`src/rtl/cbd_sampler.sv`:
```
// CBD (eta = 2) sampler: captures a 1024-bit PRF block and streams 256 coefficients over valid/ready.
// Optional build macro CBD_CENTERED_OUT_EN: emit two's-complement d instead of the mod-Q mapping.
module cbd_sampler #(
    parameter int Q  = 3329,
    parameter int CW = 12
) (
    input  logic          clk,
    input  logic          rst,
    input  logic          enable,
    input  logic [1023:0] in,
    output logic [CW-1:0] coeff,
    output logic [7:0]    coeff_index,
    output logic          coeff_valid,
    input  logic          coeff_ready,
    output logic          done
);

    typedef enum logic [1:0] {
        IDLE   = 2'd0,
        STREAM = 2'd1,
        DONE   = 2'd2
    } state_t;

    state_t          state_q, state_d;
    logic [1023:0]   buf_q, buf_d;
    logic [7:0]      idx_q, idx_d;
    logic [CW-1:0]   coeff_q, coeff_d;
    logic            valid_q, valid_d;
    logic            done_q, done_d;

    logic [7:0]      idx_nxt;
    logic [9:0]      nib_base;

    function automatic logic [CW-1:0] cbd_map(input logic [3:0] nib);
        logic        [1:0] a;
        logic        [1:0] b;
        logic signed [2:0] d;
        a = {1'b0, nib[0]} + {1'b0, nib[1]};
        b = {1'b0, nib[2]} + {1'b0, nib[3]};
        d = $signed({1'b0, a}) - $signed({1'b0, b});
`ifdef CBD_CENTERED_OUT_EN
        return {{(CW-3){d[2]}}, d};
`else
        if (d[2]) begin
            return CW'(Q + int'(d));
        end
        return {{(CW-3){1'b0}}, d};
`endif
    endfunction

    assign idx_nxt  = idx_q + 8'd1;
    assign nib_base = {idx_nxt, 2'b00};

    always_comb begin
        state_d = state_q;
        buf_d   = buf_q;
        idx_d   = idx_q;
        coeff_d = coeff_q;
        valid_d = valid_q;
        done_d  = done_q;
        case (state_q)
            IDLE, DONE: begin
                // Restart from DONE behaves exactly like a start from IDLE.
                if (enable) begin
                    buf_d   = in;
                    idx_d   = 8'd0;
                    coeff_d = cbd_map(in[3:0]);
                    valid_d = 1'b1;
                    done_d  = 1'b0;
                    state_d = STREAM;
                end
            end
            STREAM: begin
                if (valid_q && coeff_ready) begin
                    if (idx_q == 8'd255) begin
                        valid_d = 1'b0;
                        done_d  = 1'b1;
                        state_d = DONE;
                    end else begin
                        idx_d   = idx_nxt;
                        coeff_d = cbd_map(buf_q[nib_base +: 4]);
                    end
                end
            end
            default: begin
                state_d = IDLE;
                valid_d = 1'b0;
            end
        endcase
    end

    always_ff @(posedge clk or posedge rst) begin
        if (rst) begin
            state_q <= IDLE;
            buf_q   <= '0;
            idx_q   <= '0;
            coeff_q <= '0;
            valid_q <= 1'b0;
            done_q  <= 1'b0;
        end else begin
            state_q <= state_d;
            buf_q   <= buf_d;
            idx_q   <= idx_d;
            coeff_q <= coeff_d;
            valid_q <= valid_d;
            done_q  <= done_d;
        end
    end

    assign coeff       = coeff_q;
    assign coeff_index = idx_q;
    assign coeff_valid = valid_q;
    assign done        = done_q;

endmodule
```
`config.mk`:
```
export PLATFORM = sky130hd
export DESIGN_NAME = cbd_sampler
export DESIGN_NICKNAME = d
export VERILOG_FILES = /design/src/rtl/cbd_sampler.sv
export SDC_FILE = /design/constraint.sdc
export NUM_CORES = 2
export LEC_CHECK = 0
export ABC_CLOCK_PERIOD_IN_PS = 30700
export CORE_AREA = 2 2 407 409
export DETAILED_ROUTE_END_ITERATION = 8
export DIE_AREA = 0 0 409 411
export PLACE_DENSITY_LB_ADDON = 0.15
export SLEW_MARGIN = 30
export SYNTH_ARGS = -nofsm -noshare
export SYNTH_HDL_FRONTEND = slang
export SYNTH_SLANG_ARGS = --single-unit
```
`constraint.sdc`:
```
create_clock -name clk -period 30.7 [get_ports clk]
set_input_delay 3.07 -clock clk [delete_from_list [all_inputs] [get_ports clk]]
set_output_delay 3.07 -clock clk [all_outputs]
set_load 0.01 [all_outputs]
```
# Yosys cells after proc, flatten, opt, wreduce, memory -nomap -nowiden
# Cells that the tools add are included.
# classes
addsub	9
multipliers	0
n_div	0
magnitude_cmp	0
n_eq_ne	7
shift	1
n_mux	31
bitwise_logic	0
n_reduce_logical	8
# ops
op	count
$shiftx A1024 B11 Y4	1
$mux W12	7
$add A11 B3 Y12 const A	2
$mux W8	3
$pmux W12 S2	1
$pmux W8 S2	1
$mux W1	13
$add A1 B1 Y2	4
$add A8 B1 Y8 const B	1
$eq A8 B8 Y1 const B	1
$ne A2 B2 Y1 const B	4
$reduce_and A4 Y1	2
$mux W2	3
$sub A2 B2 Y3	2
$pmux W1 S2	2
$pmux W2 S2	1
$reduce_and A3 Y1	1
$eq A2 B1 Y1 const B	1
$eq A2 B2 Y1 const B	1
$logic_not A2 Y1	1
$reduce_and A2 Y1	1
$reduce_bool A2 Y1	1
$reduce_or A2 Y1	1
$logic_and A1 B1 Y1	1
# word_totals
register_bits	1048
latch_bits	0
ram_bits	0
mem_bits_ro	0
input_bits	1028
word_cells	62
n_memories	0

# Logic depth before layout (Yosys ltp)
# logic_depth
depth_word	12
mapped_depth	22
mapped_depth_nobuf	17

# Least setup slack after synthesis
# Ideal clock, no wire load.
# synth_timing
path_type	in2reg
start	input port in[1]
end	register coeff_q[1], in the netlist coeff[1]
setup_ns	0.135
arrival_ns	4.666
slack_ns	25.899
cell_stages	12
path_buffers	0
path_cell_list	inv_1 > fa_1 > inv_1 > ha_1 > inv_1 > ha_1 > inv_1 > ha_1 > nand2_1 > o211ai_1 > o21ai_0 > o21ai_0
# synth_via
elab_chain_cells	8
# synth_lines
item	line	source
from (decl)	10	input logic [1023:0] in,
$add A1 B1 Y2 *	38	a = {1'b0, nib[0]} + {1'b0, nib[1]};
$sub A2 B2 Y3 *	40	d = $signed({1'b0, a}) - $signed({1'b0, b});
parallel branches: the longest is 3 deep, another holds $add A11 B3 Y12	--	
$mux W12 *	47	return {{(CW-3){1'b0}}, d};
$mux W12 *	64	if (enable) begin
$pmux W12 S2 *	61	case (state_q)
to (signal assigned)	104	coeff_q <= coeff_d;
to (decl)	27	logic [CW-1:0] coeff_q, coeff_d;
# Mark *: on every way between the ends. The select of a mux whose other input is x is not followed.
# A chain may end at the register's enable or synchronous reset.

# Final worst setup path
# layout_timing
start	register idx_q[0], in the netlist coeff_index[0]
end	register coeff_q[1], in the netlist coeff[1]
# layout_via
elab_chain_cells	12
# layout_lines
item	line	source
from (decl)	26	logic [7:0] idx_q, idx_d;
from (signal assigned)	103	idx_q <= idx_d;
parallel branches: the longest is 12 deep, another holds $add A11 B3 Y12	--	
# Several ways; the timed one is not identified. The select of a mux whose other input is x is not followed.

==> impl_metrics.yaml <==
sta:
  tightest_slew_ns: 1.00
  period_minus_slack_ns: 7.84
  fmax_mhz: 128
  final-setup-viol-count: 0
  final.period_utilization: 0.255
  fin_setup_tns_ns: 0
  slew_viol_final: 0
  maxSlewHeadroom: 0.332
  finClkSkew_ns: 0.0358
  hold_viol_final: 0
  setup_slack_ns: 22.86
  rsz0062_at_grt: "no"
  holdWs_ns: 0.467
routing:
  vias: 38500
  via_per_inst: 4.67
  drt-initial-drc-count: 2685
  detail-route-antenna-nets: 0
  wl_per_cell_um: 23.0
  routed_wl_um: 190000
  firstDrtPassIters: 5
  drc: 0
critical_path:
  crit_family: "buffers and inverters"
  path_buf_inv: 5
  setup.worst_path.start_class: "register"
  cp_slowest_stage_delay_ns: 0.80
  crit_path_end_kind: "register"
  timing.critical_path.slowest_stage_cell: "buf_4"
  worstPathCellList: "ha_4 -> buf_4 -> buf_4 -> buf_4 -> mux4_2 -> mux2i_1 -> mux2i_1 -> a22oi_1 -> a21oi_1 -> or4_1 -> fa_1 -> ha_1 -> inv_1 -> ha_1 -> inv_1 -> ha_1 -> nand2_1 -> o21ai_0 -> o21ai_0 -> o21ai_0"
  path_class: "reg2reg"
  path_max_fanout: 47
  critPathArrivalTime_ns: 8.44
  required_ns: 31.30
finish:
  nFillCells: 16300
  final_util: 0.393
  nets: 6997
  area_growth_pct: 34.3
  multi_input_area_mm2: 0.0204
  fin_cells: 8248
  regArea_mm2: 0.0261
  drive_gt1_frac: 0.0839
clock_network:
  clkTransAtPathRegs_ns: 0.06
  clock_sink_count: 1043
  cts_buffers: 120
  cts_tree: "yes"
  cts_buffer_depth: 3
  cts_htree_levels: 3
  cts_root_buf: "clkbuf_16"
  cts_hold_repair.buffers: 0
  clock_latency_ns: 0.75
  cts_setup_buffers: 0
  cts_resized: 0
placement:
  dp.cells: 8023
  dp_slack_ns: 22.69
  place.port_buffers: 1048
  dp_hpwl_um: 141000
  place_congestion: 0.858
floorplan:
  die_w_um: 409
  rows: 149
  ios: 1050
  start_util: 0.292
  core_mm2: 0.164
  die_h_um: 411
  die_area_mm2: 0.168
synth:
  yosysTopAreaCell: "dfrtp_1"
  syn_avg_cell_area_um2: 9.47
  yosys_warnings: 0
  syn_inst: 5059
  synth_seq_area_share: 0.545
  synth_seq_cells: 1043
  ys_top_cells_by_area: "dfrtp_1 (54%), nand2_1 (24%), mux4_2 (12%), mux2i_1 (4.0%), clkbuf_1 (1.8%)"
  netlist.area_leader.share: 0.545
  syn_nets: 6099
  synthDistinctLibCells: 39
  synth_area_mm2: 0.0479
global_route:
  grt.total_usage: 0.223
  overflow: 0
  grt_max_degree: 177
  grt_pass1_vias: 40300
  grt_pass1_wl_um: 276000
  antenna_found_initial: 21
power:
  p_leak_nw: 31.0
  ir_drop_uv: 80.3
  power_density_mw_per_mm2: 104
flow_run:
  maxCapViolations: 0
hold_path:
  min_path_type: "reg2reg"
status:
  status: "complete, no violations"
## final cells by class
class | count | area share
Timing Repair Buffer | 1102 | 0.173
Inverter | 9 | 0.000583
Antenna cell | 4 | 0.000156
Sequential cell | 1043 | 0.406
Clock inverter | 34 | 0.00675
Multi-Input combinational cell | 3681 | 0.317
Clock buffer | 186 | 0.0549
Tap cell | 2189 | 0.0426
## synth_stat cells
master and n:
o211ai_1 1, nor2b_1 2, inv_1 9, buf_6 18
nor3_1 1, a31oi_1 3, conb_1 1, buf_2 41
mux4_2 256, dfrtp_1 1043, nand2_1 3099, nor2_1 9
nand3_1 4, a31o_2 1, a211oi_1 1, a22o_1 1
xnor2_1 3, nand2b_1 2, nor4_2 2, clkbuf_1 235
and3b_1 1, buf_4 22, o31ai_1 3, a22oi_1 32
mux2i_1 192, a21o_1 2, xor2_1 5, or4_1 2
ha_1 10, a21oi_1 19, mux2_2 3, fa_1 2
o21ai_0 18, and3_1 2, buf_1 10, or3_1 1
a21boi_1 1, nor3b_1 1, nand4_1 1
## tightest hold or removal path: cells and delay by family (launching register included)
kind / cells / cell delay (ns)
flip-flops: 1 / 0.33
AND/OR/NAND/NOR: 2 / 0.10
## flip-flops by register name, indices dropped and copies added (netlist names)
name         cells
buf_q         1024
coeff            7
coeff_index      8
coeff_valid      1
done             1
state_q          2
## cell families after synthesis
family                     synth area share
AOI/OAI and AO/OA                    0.0109
xor gates and xnor gates            0.00146
adders and majority gates           0.00345
buffers and inverters                0.0319
DFF                                   0.545
muxes                                 0.161
other                             0.0000783
and+or+nand+nor                       0.246
## routing by layer
layer  vias to the layer above  wire length, µm  track usage
li1                      18000                -            -
met1                     19100            80600        0.289
met2                      1173            92400        0.375
met3                       258            10500       0.0433
met4                        24             6310       0.0700
met5                         -              150            0
## worst paths after layout
kind,slack [ns],start,endpoint,cells after the start
max,22.86,coeff_index[0],coeff[1],20
min,0.47,buf_q[633],buf_q[633],2
max reg2reg,22.86,coeff_index[0],coeff[1],20
min reg2reg,0.47,buf_q[633],buf_q[633],2
max in group asynchronous,24.44,rst,buf_q[481],6
min in group asynchronous,2.80,rst,buf_q[421],2
## cells in the final DEF, fill, tap and decap left out, types with 11 or more instances in the layout
cell type | netlist | routed
buf_4 | 22 | 32
dfrtp_1 | 1043 | 1042
clkbuf_1 | 235 | 38
clkbuf_16 | 0 | 120
o21ai_0 | 18 | 18
clkdlybuf4s50_1 | 0 | 1048
buf_12 | 0 | 11
clkbuf_8 | 0 | 28
nand2_1 | 3099 | 3099
a22oi_1 | 32 | 32
a21oi_1 | 19 | 18
clkinv_2 | 0 | 19
mux4_2 | 256 | 256
mux2i_1 | 192 | 191
## metrics by stage
step | area [µm²] | power (mW)
after floorplan | 47900 | 4.30
after global placement | 60200 | 5.27
after detailed placement | 60300 | 5.31
after CTS | 64300 | 6.79
after global routing | 64300 | 7.15
final | 64300 | 6.67
## where the power goes
part / switching, mW / internal [mW]
Combinational: 1.54 / 1.27
Sequential: 0.388 / 2.03
Clock: 0.612 / 0.833
Total: 2.54 / 4.12
No activity file was read; power rests on OpenSTA's default activity.
